File: config.mk
export PLATFORM = sky130hd
export DESIGN_NAME = calc2_dispatch_arb
export DESIGN_NICKNAME = d
export VERILOG_FILES = /design/src/rtl/calc2_dispatch_arb.sv
export SDC_FILE = /design/constraint.sdc
export NUM_CORES = 1
export LEC_CHECK = 0
export CAP_MARGIN = 20
export CELL_PAD_IN_SITES_DETAIL_PLACEMENT = 0
export CELL_PAD_IN_SITES_GLOBAL_PLACEMENT = 1
export CORE_UTILIZATION = 34
export DETAILED_ROUTE_END_ITERATION = 12
export HOLD_SLACK_MARGIN = 0.05
export MAX_ROUTING_LAYER = met4
export PLACE_DENSITY_LB_ADDON = 0.1
export SETUP_SLACK_MARGIN = 0.5
export SLEW_MARGIN = 20
export SYNTH_ARGS = -nofsm -noshare
export SYNTH_HDL_FRONTEND = slang
export SYNTH_SLANG_ARGS = --single-unit
File: constraint.sdc
create_clock -name c_clk -period 3.8 [get_ports c_clk]
set_clock_uncertainty 0.1 [all_clocks]
set_input_delay 0.76 -clock c_clk [delete_from_list [all_inputs] [get_ports c_clk]]
set_output_delay 0.76 -clock c_clk [all_outputs]
set_load 0.02 [all_outputs]
File: src/rtl/calc2_dispatch_arb.sv
// calc2_dispatch_arb: shares the calc2 adder and shifter between four
// request ports with independent round-robin pointers and a per-port
// tag scoreboard. Invalid commands are acked and reported on inv_*.
//
// Ports:
//   c_clk, reset            clock, synchronous active-high reset
//   req_cmd_in/req_tag_in   per-port command (4b) and tag (2b)
//   req_ack                 per-port request consumed (grant or invalid)
//   add_* / shf_*           one-cycle grant to adder / shifter stage
//   inv_vld/inv_tag         per-port invalid-command pulse and its tag
//   done_vld/done_tag       per-port completion, frees scoreboard bit
//   busy_map                scoreboard, bit 4p+t = port p tag t in flight
//   err_stray               sticky: completion for a tag not in flight
module calc2_dispatch_arb (
    input  logic        c_clk,
    input  logic        reset,
    input  logic [15:0] req_cmd_in,
    input  logic [7:0]  req_tag_in,
    output logic [3:0]  req_ack,
    output logic        add_vld,
    output logic [1:0]  add_port,
    output logic [3:0]  add_cmd,
    output logic [1:0]  add_tag,
    output logic        shf_vld,
    output logic [1:0]  shf_port,
    output logic [3:0]  shf_cmd,
    output logic [1:0]  shf_tag,
    output logic [3:0]  inv_vld,
    output logic [7:0]  inv_tag,
    input  logic [3:0]  done_vld,
    input  logic [7:0]  done_tag,
    output logic [15:0] busy_map,
    output logic        err_stray
);

    localparam int NPORT = 4;

    logic [3:0]  w_is_add;
    logic [3:0]  w_is_shf;
    logic [3:0]  w_is_inv;
    logic [3:0]  w_add_elig;
    logic [3:0]  w_shf_elig;
    logic [7:0]  w_inv_tag;

    logic [3:0]  r_ack;
    logic        r_add_vld;
    logic [1:0]  r_add_port;
    logic [3:0]  r_add_cmd;
    logic [1:0]  r_add_tag;
    logic        r_shf_vld;
    logic [1:0]  r_shf_port;
    logic [3:0]  r_shf_cmd;
    logic [1:0]  r_shf_tag;
    logic [3:0]  r_inv_vld;
    logic [7:0]  r_inv_tag;
    logic [15:0] r_busy;
    logic        r_err;
    logic [1:0]  r_add_ptr;
    logic [1:0]  r_shf_ptr;

    for (genvar p = 0; p < NPORT; p++) begin : g_port
        logic [3:0] w_cmd;
        logic [1:0] w_tag;
        logic [3:0] w_pbusy;
        logic       w_hit;
        assign w_cmd   = req_cmd_in[4*p +: 4];
        assign w_tag   = req_tag_in[2*p +: 2];
        assign w_pbusy = r_busy[4*p +: 4];
        assign w_hit   = w_pbusy[w_tag];
        assign w_is_add[p] = (w_cmd == 4'd1) || (w_cmd == 4'd2);
        assign w_is_shf[p] = (w_cmd == 4'd5) || (w_cmd == 4'd6);
        assign w_is_inv[p] = (w_cmd != 4'd0) && !w_is_add[p] && !w_is_shf[p];
        // Invalid ops bypass the scoreboard; only real issues stall on it.
        assign w_add_elig[p] = w_is_add[p] && !w_hit;
        assign w_shf_elig[p] = w_is_shf[p] && !w_hit;
        assign w_inv_tag[2*p +: 2] = w_is_inv[p] ? w_tag : 2'd0;
    end

    // Returns {found, port}: first eligible port scanning ptr, ptr+1, ...
    // Scanning backwards lets the closest-to-ptr hit overwrite the rest.
    function automatic logic [2:0] rr_pick(input logic [3:0] elig,
                                           input logic [1:0] ptr);
        logic [2:0] res;
        logic [1:0] idx;
        res = 3'b000;
        for (int i = NPORT - 1; i >= 0; i--) begin
            idx = ptr + 2'(i);
            if (elig[idx]) res = {1'b1, idx};
        end
        return res;
    endfunction

    logic [2:0] w_add_pick;
    logic [2:0] w_shf_pick;
    logic       w_add_fnd;
    logic       w_shf_fnd;
    logic [1:0] w_add_idx;
    logic [1:0] w_shf_idx;
    logic [1:0] w_add_tag;
    logic [1:0] w_shf_tag;
    logic [3:0] w_add_cmd;
    logic [3:0] w_shf_cmd;
    logic [3:0] w_ack;
    logic [15:0] w_set;
    logic [15:0] w_clr;
    logic        w_stray;

    assign w_add_pick = rr_pick(w_add_elig, r_add_ptr);
    assign w_shf_pick = rr_pick(w_shf_elig, r_shf_ptr);
    assign w_add_fnd  = w_add_pick[2];
    assign w_shf_fnd  = w_shf_pick[2];
    assign w_add_idx  = w_add_pick[1:0];
    assign w_shf_idx  = w_shf_pick[1:0];
    assign w_add_cmd  = req_cmd_in[{w_add_idx, 2'b00} +: 4];
    assign w_shf_cmd  = req_cmd_in[{w_shf_idx, 2'b00} +: 4];
    assign w_add_tag  = req_tag_in[{w_add_idx, 1'b0} +: 2];
    assign w_shf_tag  = req_tag_in[{w_shf_idx, 1'b0} +: 2];

    assign w_ack = w_is_inv
                 | ({3'b000, w_add_fnd} << w_add_idx)
                 | ({3'b000, w_shf_fnd} << w_shf_idx);

    assign w_set = ({15'd0, w_add_fnd} << {w_add_idx, w_add_tag})
                 | ({15'd0, w_shf_fnd} << {w_shf_idx, w_shf_tag});

    always_comb begin
        w_clr   = '0;
        w_stray = 1'b0;
        for (int p = 0; p < NPORT; p++) begin
            if (done_vld[p]) begin
                w_clr[{2'(p), done_tag[2*p +: 2]}] = 1'b1;
                if (!r_busy[{2'(p), done_tag[2*p +: 2]}]) w_stray = 1'b1;
            end
        end
    end

    always_ff @(posedge c_clk) begin
        if (reset) begin
            r_ack      <= '0;
            r_add_vld  <= 1'b0;
            r_add_port <= '0;
            r_add_cmd  <= '0;
            r_add_tag  <= '0;
            r_shf_vld  <= 1'b0;
            r_shf_port <= '0;
            r_shf_cmd  <= '0;
            r_shf_tag  <= '0;
            r_inv_vld  <= '0;
            r_inv_tag  <= '0;
            r_busy     <= '0;
            r_err      <= 1'b0;
            r_add_ptr  <= '0;
            r_shf_ptr  <= '0;
        end else begin
            r_ack      <= w_ack;
            r_add_vld  <= w_add_fnd;
            r_add_port <= w_add_fnd ? w_add_idx : 2'd0;
            r_add_cmd  <= w_add_fnd ? w_add_cmd : 4'd0;
            r_add_tag  <= w_add_fnd ? w_add_tag : 2'd0;
            r_shf_vld  <= w_shf_fnd;
            r_shf_port <= w_shf_fnd ? w_shf_idx : 2'd0;
            r_shf_cmd  <= w_shf_fnd ? w_shf_cmd : 4'd0;
            r_shf_tag  <= w_shf_fnd ? w_shf_tag : 2'd0;
            r_inv_vld  <= w_is_inv;
            r_inv_tag  <= w_inv_tag;
            // Set after clear: a same-cycle reissue keeps the bit busy.
            r_busy     <= (r_busy & ~w_clr) | w_set;
            r_err      <= r_err | w_stray;
            if (w_add_fnd) r_add_ptr <= w_add_idx + 2'd1;
            if (w_shf_fnd) r_shf_ptr <= w_shf_idx + 2'd1;
        end
    end

    assign req_ack   = r_ack;
    assign add_vld   = r_add_vld;
    assign add_port  = r_add_port;
    assign add_cmd   = r_add_cmd;
    assign add_tag   = r_add_tag;
    assign shf_vld   = r_shf_vld;
    assign shf_port  = r_shf_port;
    assign shf_cmd   = r_shf_cmd;
    assign shf_tag   = r_shf_tag;
    assign inv_vld   = r_inv_vld;
    assign inv_tag   = r_inv_tag;
    assign busy_map  = r_busy;
    assign err_stray = r_err;

endmodule
Yosys cells after proc, flatten, opt, wreduce, memory -nomap -nowiden
Index checks and enable logic that the tools add are counted.
{ "word_totals": {"wordCells": 196, "input_bits": 38, "register_bits": 55, "out_inout_bits": 51} }
{ "classes": {"reduce_logical": 50, "n_addsub": 8, "shifts": 8, "eq_ne": 16, "bitwise": 16, "n_lt_le_gt_ge": 20, "mux": 60} }
{ "op_table": {"columns": ["operator", "n"], "rows": [
  ["16-bit 2-to-1 mux", 3],
  ["16-bit OR", 3],
  ["2-bit by 3-bit less-than comparator with 1-bit output, second input constant", 12],
  ["1-bit binary-select mux with 2-bit select", 16],
  ["4-bit by 3-bit == test with 1-bit output, second input constant", 8],
  ["16-bit by 5-bit variable part select with 4-bit output", 2],
  ["1-bit by 4-bit left shift with 16-bit output", 2],
  ["1-bit 2-to-1 mux", 28],
  ["3-bit 2-to-1 mux", 8],
  ["1-bit logical AND", 20],
  ["16-bit AND", 1],
  ["4-bit by 1-bit == test with 1-bit output, second input constant", 4],
  ["4-bit by 2-bit == test with 1-bit output, second input constant", 4],
  ["16-bit inverter", 1],
  ["16-bit by 12-bit OR with 16-bit output", 1],
  ["16-bit by 8-bit OR with 16-bit output", 1],
  ["4-bit nonzero test", 4],
  ["8-bit by 4-bit variable part select with 2-bit output", 2],
  ["1-bit logical NOT", 12],
  ["2-bit OR reduction", 6],
  ["4-bit by 5-bit less-than comparator with 1-bit output, second input constant", 2],
  ["2-bit by 1-bit adder with 2-bit output, second input constant", 4],
  ["2-bit adder, second input constant", 4],
  ["1-bit demux with 2-bit select", 4],
  ["other kinds (11)", 26]
]} }

Longest topological paths before layout
Gate-level depths: netlist of the first run.
{ "logic_depth": {"word_depth": 14, "ltp_mapped": 10, "mapped_depth_nobuf": 9} }

Least setup slack after synthesis of the first run
OpenSTA, ideal clock, no wires.
{ "synth_path": {"path_type": "input port to flip-flop", "start": "input req_tag_in[6]", "end": "register r_add_cmd[1] (netlist: add_cmd[1])", "cell_stages": 8, "path_buffers": 2, "setup_ps": 123, "arrival_ps": 2724, "required_time_ps": 3577, "path_slack_ps": 852, "path_cell_list": "buf_2 mux4_2 or4_1 o211ai_1 o211a_1 buf_4 mux2i_1 o22ai_1"} }
{ "synth_between": {"elab_chain_len": 12} }
{ "synth_lines": {"columns": ["item", "line", "source"], "rows": [
  ["from (decl)", "18", "input logic [7:0] req_tag_in,"],
  ["1-bit binary-select mux with 2-bit select (*)", "69", "assign w_hit = w_pbusy[w_tag];"],
  ["1-bit 2-to-1 mux (implied by the code) (*)", "69", null],
  ["1-bit logical NOT (*)", "74", "assign w_add_elig[p] = w_is_add[p] && !w_hit;"],
  ["1-bit logical AND (*)", "74", null],
  ["1-bit binary-select mux with 2-bit select", "88", "if (elig[idx]) res = {1'b1, idx};"],
  ["1-bit 2-to-1 mux (implied by the code)", "88", null],
  ["3-bit 2-to-1 mux (3 in a row)", "88", null],
  ["3-bit 2-to-1 mux (*)", "88", null],
  ["parallel branches: the longest is 2 deep, another holds 16-bit by 5-bit variable part select with 4-bit output", null, null],
  ["to (signal assigned)", "158", "r_add_cmd <= w_add_fnd ? w_add_cmd : 4'd0;"],
  ["to (decl)", "48", "logic [3:0] r_add_cmd;"]
]} }
Every way passes the cells marked *. The select of a mux whose other input is x is not followed.
A chain may end at the register's enable or synchronous reset.

Final worst setup path of the first run
{ "layout_path": {"start": "input req_tag_in[0]", "end": "register r_busy[4] (netlist: busy_map[4])"} }
{ "layout_between": {"elab_chain_len": 14} }
{ "layout_lines": {"columns": ["item", "line", "source"], "rows": [
  ["1-bit binary-select mux with 2-bit select", "69", null],
  ["1-bit 2-to-1 mux (implied by the code)", "69", null],
  ["1-bit logical NOT", "74, 75", null],
  ["1-bit logical AND (on tied branches)", "74, 75", null],
  ["1-bit binary-select mux with 2-bit select", "88", null],
  ["1-bit 2-to-1 mux (implied by the code)", "88", null],
  ["3-bit 2-to-1 mux (4 in a row)", "88", null],
  ["8-bit by 4-bit variable part select with 2-bit output (on tied branches)", "116, 117", null],
  ["1-bit by 4-bit left shift with 16-bit output (on tied branches)", "123, 124", null],
  ["16-bit OR (*)", "124", "| ({15'd0, w_shf_fnd} << {w_shf_idx, w_shf_tag});"],
  ["16-bit OR (*)", "167", "r_busy <= (r_busy & ~w_clr) | w_set;"],
  ["to (signal assigned)", "167", null],
  ["to (decl)", "56", "logic [15:0] r_busy;"]
]} }
Every way passes the cells marked *; elsewhere a longest branch is shown, timed or not. The select of a mux whose other input is x is not followed.

==> reports/summary.txt, run 1 <==
Outcome - finished, final reports clean
Final worst-path cycle share - 84.1%
EDFF count, synth - 0
Routed length per placed instance - 16.3 um
Worst vdd ir - 0.137 mV
Crit path time final - 3.19 ns
Die Area - 8140 um^2
Global Route Usage Sum - 20.2%
#FFs+latches synth - 55
Worst hold start - err_stray
Layout cells sized above 1 - 18.7%
LEAKAGE - 1.51 nW
CTS buffer count - 5
Crit Path Max Fanout - 6
Hold Path End - err_stray
Iter 0 DRT Violations - 80
Synth warn - 0
Clock Tree Buf Depth - 2
Vias - 2,526
Fill count - 672
Port Buffers - 88
Synthesized area - 2650 um^2
CP Launch Type - input port
Routed met2 length - 3980 um
Drt first pass iters - 5
GRT overflow - 0
Wl on met1 - 3490 um
Drc violations - 0
First-pass GRT wire length - 12,700 um
Hold_buf cts - 0
Most frequent cells in the layout - 86 x clkdlybuf4s50_1, 55 x dfxtp_1, 23 x buf_4, 21 x nand2_1, 13 x mux2i_1
Most common cell after layout, fill and taps aside - clkdlybuf4s50_1
R2R cell count - 6
Slew headroom - 65.1%
Hold WS - 0.398 ns
Hpwl dp - 5860 um
Worst R2R Setup Slack - 1.08 ns
Cell family with most CP delay - compound AO/OA/AOI/OAI gates
Most used DFF post-synth - dfxtp_1
Kind of critical path - input port to register
Largest net degree at the start of global routing - 20
Hold Violations, Final - 0
Clock-pin slew on the worst setup and hold paths - 0.10 ns
Final setup viols - 0
Power density cells - 350 nW/um^2
Met3 wire len - 274 um
Post-synthesis cell count - 264
RSZ-0062 raised after global routing - no
ANT cells - 0
I/O pin count - 89
Syn Area/Cell - 10.0 um^2
Routed Antenna Nets - 0
H-tree lvl count - 2
Initial core utilization - 35.7%
Worst Tran Pin Value - 0.519 ns
Worst Hold Depth - 1
Min-Delay Path Class - register to register
Net count, final - 416
Clk sinks - 55
Cell variety after synth - 62
Initial antenna violation count - 0
Worst reg2reg startpoint - busy_map[7]
MaxCap Viol Count - 0
P&R area growth vs syn - 51.2%
DRT Wirelength - 7810 um
CP Data Required Time - 3.93 ns
Drt via density - 5.28
GP Congestion - 0.845
Root buffer cell - clkbuf_8
Register area share after synthesis - 41.6%
CP Capture Type - register
Worst-Skew Late Latency - 0.30 ns
Arrival @ worst endpoint - 3.32 ns
Setup TNS - 0 ns
Critical path's slowest cell - mux4_2
Async SR Flop Fraction - 0%
WP buf/inv - 2
RR Endpoint - busy_map[4]
Core area - 7410 um^2
Max Slew Vio Count - 0
Max Used Layer - met4
Row cnt - 31
Crit-path cells - clkdlybuf4s50_1 -> mux4_2 -> nor4b_2 -> a21oi_1 -> o211a_1 -> buf_4 -> o32a_1 -> o31ai_2
Number of global-route vias before repair - 2,493
Die W - 90.2 um
Achievable Freq - 313 MHz
Die extent in y - 90.2 um
Worst path max stage delay - 0.63 ns
CTS tree - done
## registers in the layout, summed over array words and instances (netlist names), 2 cells and up
register / count
r_add_ptr: 2
inv_tag: 8
add_port: 2
r_shf_ptr: 2
add_cmd: 4
add_tag: 2
shf_cmd: 4
req_ack: 4
inv_vld: 4
shf_tag: 2
busy_map: 16
shf_port: 2
## routing by layer
metal  GRT usage, %  up-vias
li1               -     1216
met1           25.9     1227
met2           33.2       75
met3           2.96        8
met4           5.51        0
met5              -        -
## synth_stat cells, drive strengths merged, types with 5 or more instances
master  instances  area (um^2)
mux4            8          180
o22ai           8         50.1
mux2i          14          140
o21ai          15         75.1
a21oi           5         25.0
nand2b         12         75.1
nor2            9         33.8
o211ai         10         88.8
nand3           9         45.0
nor3            5         30.0
nor4            9         68.8
dfxtp          55         1100
buf             5         55.1
nand2          22         82.6
and2            9         56.3
inv            11         41.3
## area by class of cell
| cell class | instances | area (um^2) | share of cell area (%) |
|---|---|---|---|
| multi-input cells | 190 | 1550 | 38.7 |
| flip-flops and latches | 55 | 1100 | 27.5 |
| repair buffers | 113 | 1080 | 27.0 |
| well taps | 99 | 124 | 3.09 |
| clock buffers | 8 | 100 | 2.50 |
| inverters | 13 | 48.8 | 1.22 |
## timing repair
item                                    CTS  global route
setup buffers                             4             4
resized for setup                         3            22
pin swaps                                 1            10
endpoints found under the setup margin   10            23
## worst max-delay path by stage
stage	start	endpoint	cells after the start
after floorplan	req_tag_in[6]	add_cmd[1]	8
after global placement	req_tag_in[0]	busy_map[0]	7
after detailed placement	req_tag_in[0]	busy_map[0]	7
after CTS	req_tag_in[2]	busy_map[4]	8
after global routing	req_cmd_in[12]	busy_map[8]	10
final	req_tag_in[0]	busy_map[4]	8
## report_power, final
| part | total, mW | leakage [nW] | switching [mW] | internal [mW] |
|---|---|---|---|---|
| Sequential | 0.643 | 0.453 | 0.0247 | 0.618 |
| Clock | 0.348 | 0.0515 | 0.182 | 0.167 |
| Combinational | 0.410 | 1.01 | 0.209 | 0.201 |
| Total | 1.40 | 1.51 | 0.415 | 0.985 |
## cell families (layout without fill, tap and decap cells)
kind of cell,after synthesis,after routing,share of synthesized area (%)
AO/OA/AOI/OAI,66,66,18.7
XOR/XNOR,4,4,1.32
flip-flops,55,55,41.6
AND/OR/NAND/NOR,95,95,21.8
multiplexers,22,22,12.1
other,1,3,0.142
buffers and inverters,21,134,4.40
## metrics by stage
stage / total power, mW / worst slack (ns) / utilization [%] / instances / area, um^2
5_1_grt: 1.47 / 0.489 / 54.0 / 478 / 4000
3_3_place_gp: 1.03 / 0.111 / 50.2 / 462 / 3720
2_1_floorplan: 0.853 / 0.852 / - / 266 / 2660
3_5_place_dp: 1.03 / 0.0788 / 50.2 / 462 / 3720
6_report: 1.40 / 0.605 / 54.0 / 478 / 4000
4_1_cts: 1.38 / 0.493 / 52.2 / 474 / 3870
Power figures use the tool's default switching activity.
==> run 2, diff against run 1 <==
CORE_UTILIZATION = 31   (was 34)
clock period = 2.78 ns   (was 3.8 ns; I/O delays follow)
==> reports/summary.txt, run 2 (synthesis gave the netlist of run 1 again) <==
Routed Antenna Nets - 0
Arrival @ worst endpoint - 2.72 ns
Initial antenna violation count - 0
Die W - 94.4 um
Global Route Usage Sum - 20.7%
Vias - 2,718
Placed insts - 512
Fill count - 741
Pint - 1.39 mW
RSZ-0062 raised after global routing - yes
CP Capture Type - register
Most common cell on crit path - buf_6
Drt first pass iters - 4
First-pass GRT wire length - 13,600 um
H-tree lvl count - 2
Clock-pin slew on the worst setup and hold paths - 0.09 ns
Iter 0 DRT Violations - 62
Setup TNS - 0 ns
ANT cells - 0
P&R area growth vs syn - 76.5%
Register area - 1120 um^2
Root buffer cell - clkbuf_8
Most crowded layer after global routing - met2
Row cnt - 33
Grt met2 use - 34.7%
GRT overflow - 0
Met3 usage - 3.54%
Final worst-path cycle share - 93.3%
Die Area - 8910 um^2
Most frequent cells in the layout - 69 x clkdlybuf4s50_1, 67 x buf_4, 42 x dfxtp_1, 19 x buf_6, 16 x nand2_1
Drt via density - 5.03
MaxCap Viol Count - 0
Comb power frac - 35.7%
DRT Wirelength - 8720 um
Power density cells - 430 nW/um^2
Final setup margin - 0.186 ns
Placed instance area - 4120 um^2
Most common cell after layout, fill and taps aside - clkdlybuf4s50_1
Crit Path Max Fanout - 4
Critical path's slowest cell - mux4_2
Hold Violations, Final - 0
Number of global-route vias before repair - 2,709
Clk sinks - 55
Switching share of total power - 31.0%
Post-route cell area - 4670 um^2
Final setup viols - 0
Seq pwr share - 43.6%
Met1 Use GR - 25.6%
Clock Tree Buf Depth - 2
Sw Pwr - 624 uW
Worst vdd ir - 0.196 mV
Tot Pwr - 2.01 mW
Worst-Skew Late Latency - 0.31 ns
Hpwl dp - 6600 um
I/O pin count - 89
Hold WS - 0.397 ns
CTS buffer count - 5
Kind of critical path - input port to register
Crit path time final - 2.59 ns
Outcome - finished, final reports clean
GP Congestion - 0.868
Worst R2R Setup Slack - 0.20 ns
Port Buffers - 88
Largest net degree at the start of global routing - 19
Drc violations - 0
LEAKAGE - 1.91 nW
Largest register FFs - 16
Crit-path cells - buf_8 -> mux4_2 -> buf_6 -> nor4b_4 -> buf_4 -> buf_6 -> nor4_4 -> or2_4 -> o32a_1 -> o31ai_2
Area of the multi-input gates - 1730 um^2
Worst path max stage delay - 0.54 ns
Achievable Freq - 385 MHz
CP Launch Type - input port
Min-Delay Path Class - register to register
CP Data Required Time - 2.90 ns
Routed length per placed instance - 16.1 um
Final Util - 56.6%
Final std cells w/o fill - 540
Die extent in y - 94.4 um
Net count, final - 474
Initial core utilization - 32.1%
Place WS - -0.601 ns
Layout cells sized above 1 - 37.9%
Clock group share of total power - 20.7%
Max Slew Vio Count - 0
CTS tree - done
Core area - 8260 um^2
run 2: cell count changes in the layout (fill, tap and decap cells not counted), sizes merged:
| cell | before | now |
|---|---|---|
| dlymetal6s2s | 2 | 4 |
| dlygate4sd2 | 0 | 10 |
| clkdlybuf4s15 | 0 | 1 |
| clkdlybuf4s50 | 86 | 69 |
| clkbuf | 8 | 6 |
| buf | 25 | 87 |
run 2: layer usage:
layer	up-vias	wire [um]
met2	69	4390
li1	1331	-
met3	11	349
met1	1307	3840
met4	0	142
met5	-	0
run 2: area by class of cell:
class | count | area share (%)
Clock buffer | 6 | 1.55
Inverter | 13 | 1.07
Multi-Input combinational cell | 190 | 36.9
Sequential cell | 55 | 24.0
Tap cell | 105 | 2.81
Timing Repair Buffer | 171 | 33.6
run 2: final timing paths:
path                 start           to  depth (start not counted)
max reg2reg    busy_map[7]  busy_map[4]                          9
max          req_tag_in[2]  busy_map[4]                         10
min              err_stray    err_stray                          1
min reg2reg      err_stray    err_stray                          1
run 2: worst max-delay path: cells and delay by family:
family / cells / cell delay (ns)
compound gates: 2 / 0.61
mux: 1 / 0.54
buf+inv: 4 / 0.50
simple gates: 3 / 0.50
run 2: repair_timing:
action | in CTS | in global routing
gates resized for setup | 81 | 29
endpoints found under the setup margin | 39 | 37
setup buffers | 19 | 3
hold buffers | 0 | 0
gates cloned | 0 | 0
pin swaps | 25 | 19
run 2: power groups by stage:
stage / logic, mW / clock network, mW / registers (mW)
final: 0.719 / 0.416 / 0.876
after global routing: 0.766 / 0.464 / 0.882
after CTS: 0.687 / 0.434 / 0.878
after detailed placement: 0.605 / 0 / 0.896
after floorplan: 0.239 / 0 / 0.949
after global placement: 0.605 / 0 / 0.897
==> run 3, diff against run 2 <==
CAP_MARGIN = 10   (was 20)
CORE_UTILIZATION = 34   (was 31)
clock period = 2.7 ns   (was 2.78 ns; I/O delays follow)
==> reports/summary.txt, run 3 (synthesis gave the netlist of run 1 again) <==
Arrival @ worst endpoint - 2.64 ns
Crit Path Max Fanout - 7
Worst Tran Pin Value - 0.603 ns
Kind of critical path - register to register
Final setup viols - 0
Drt first pass iters - 4
I/O pin count - 89
Hold Violations, Final - 0
Most frequent cells in the layout - 77 x buf_4, 66 x clkdlybuf4s50_1, 39 x dfxtp_1, 21 x buf_6, 17 x nand2_1
Fill count - 604
CTS buffer count - 5
MaxCap Viol Count - 0
Net count, final - 487
Final Util - 64.9%
Core area - 7410 um^2
Global Route Usage Sum - 22.1%
Register area - 1120 um^2
Drc violations - 0
Worst reg2reg startpoint - busy_map[10]
Worst-Skew Late Latency - 0.31 ns
H-tree lvl count - 2
Die W - 90.2 um
LEAKAGE - 1.96 nW
Worst vdd ir - 0.226 mV
ANT cells - 0
Initial core utilization - 35.7%
Largest register FFs - 16
Die extent in y - 90.2 um
RR Endpoint - shf_cmd[1]
Crit path time final - 2.55 ns
P&R area growth vs syn - 81.5%
Routed length per placed instance - 16.1 um
Die Area - 8140 um^2
CTS tree - done
CP Launch Type - register
CP Capture Type - register
First-pass GRT wire length - 13,800 um
Root buffer cell - clkbuf_8
Port Buffers - 88
Clock Tree Buf Depth - 2
Power density cells - 441 nW/um^2
Max Slew Vio Count - 0
Initial antenna violation count - 0
Clk sinks - 55
Final worst-path cycle share - 94.5%
Largest net degree at the start of global routing - 19
Achievable Freq - 392 MHz
Drt via density - 5.12
Hold_buf cts - 0
CP Data Required Time - 2.79 ns
Layout cells sized above 1 - 42.4%
Vias - 2,802
Outcome - finished, final reports clean
Final setup margin - 0.150 ns
GP Congestion - 0.888
DRT Wirelength - 8810 um
Routed Antenna Nets - 0
Row cnt - 31
RSZ-0062 raised after global routing - yes
Iter 0 DRT Violations - 58
Worst Setup EP - shf_cmd[1]
Hpwl dp - 6360 um
Area of the multi-input gates - 1760 um^2
Number of global-route vias before repair - 2,757
Most common cell after layout, fill and taps aside - buf_4
Place WS - -0.617 ns
Min-Delay Path Class - register to register
Clock-pin slew on the worst setup and hold paths - 0.09 ns
Slew headroom - 59.5%
Worst R2R Setup Slack - 0.15 ns
R2R cell count - 7
GRT overflow - 0
CP startpoint - busy_map[10]
[run 3: cell types whose count changed in the layout (fill, tap and decap cells not counted), moves of 2 or more]
cell,previous run,this run
buf_4,67,77
dlygate4sd2_1,10,16
dfxtp_2,11,15
dlymetal6s2s_1,4,0
clkdlybuf4s50_1,69,66
dfxtp_1,42,39
buf_12,0,2
buf_6,19,21
clkdlybuf4s15_2,0,2
nor2_1,8,6
nor4_2,2,4
[run 3: routing by layer]
| layer | part of all wire (%) | wire (um) | vias to the layer above | global-route usage [%] |
|---|---|---|---|---|
| met5 | 0 | 0 | - | - |
| met4 | 1.6 | 141 | 0 | 4.97 |
| met3 | 3.8 | 337 | 11 | 3.81 |
| met2 | 50 | 4380 | 77 | 36.8 |
| met1 | 45 | 3960 | 1352 | 27.9 |
| li1 | - | - | 1362 | - |
[run 3: final cells by class]
class | instances | share of cell area [%]
sequential | 55 | 23.4
inverter | 13 | 1.07
tap | 99 | 2.58
clock buffer | 6 | 1.51
multi-input combinational | 190 | 36.6
timing repair buffer | 184 | 34.9
[run 3: worst max-delay path, cell delays in order, from the launching register on]
cell,delay (ns)
dfxtp_4,0.35
mux4_2,0.53
nor4b_4,0.31
or3b_4,0.42
o211ai_4,0.18
buf_6,0.17
mux2i_1,0.26
o22ai_2,0.11
[run 3: metrics by stage]
| stage | power (mW) | TNS (ns) | instances | cell area (um^2) | hold WS [ns] |
|---|---|---|---|---|---|
| 2_1_floorplan | 1.22 | -0.00759 | 266 | 2740 | 0.371 |
| 4_1_cts | 2.06 | 0 | 537 | 4590 | 0.394 |
| 6_report | 2.12 | 0 | 547 | 4810 | 0.393 |
| 3_5_place_dp | 1.54 | -18.35 | 505 | 4110 | 0.369 |
| 3_3_place_gp | 1.53 | -17.61 | 505 | 4110 | 0.378 |
| 5_1_grt | 2.22 | 0 | 547 | 4810 | 0.443 |
[run 3: report_power, final]
part	switching [mW]	total, mW	internal [mW]
Combinational	0.372	0.791	0.418
Clock	0.253	0.426	0.174
Sequential	0.0298	0.901	0.871
Total	0.655	2.12	1.46
[run 3: timing repair]
action | CTS | global route
pin swaps | 31 | 22
setup buffers | 26 | 10
resized for setup | 94 | 30
endpoints found under the setup margin | 39 | 36
endpoints found under the hold margin | 0 | 0
[run 3: how the worst min path moves through the flow]
stage | from | end | cells past startpoint
2_1_floorplan | r_shf_ptr[1] | r_shf_ptr[1] | 2
3_3_place_gp | err_stray | err_stray | 1
3_5_place_dp | err_stray | err_stray | 1
4_1_cts | err_stray | err_stray | 1
5_1_grt | err_stray | err_stray | 1
6_report | err_stray | err_stray | 1
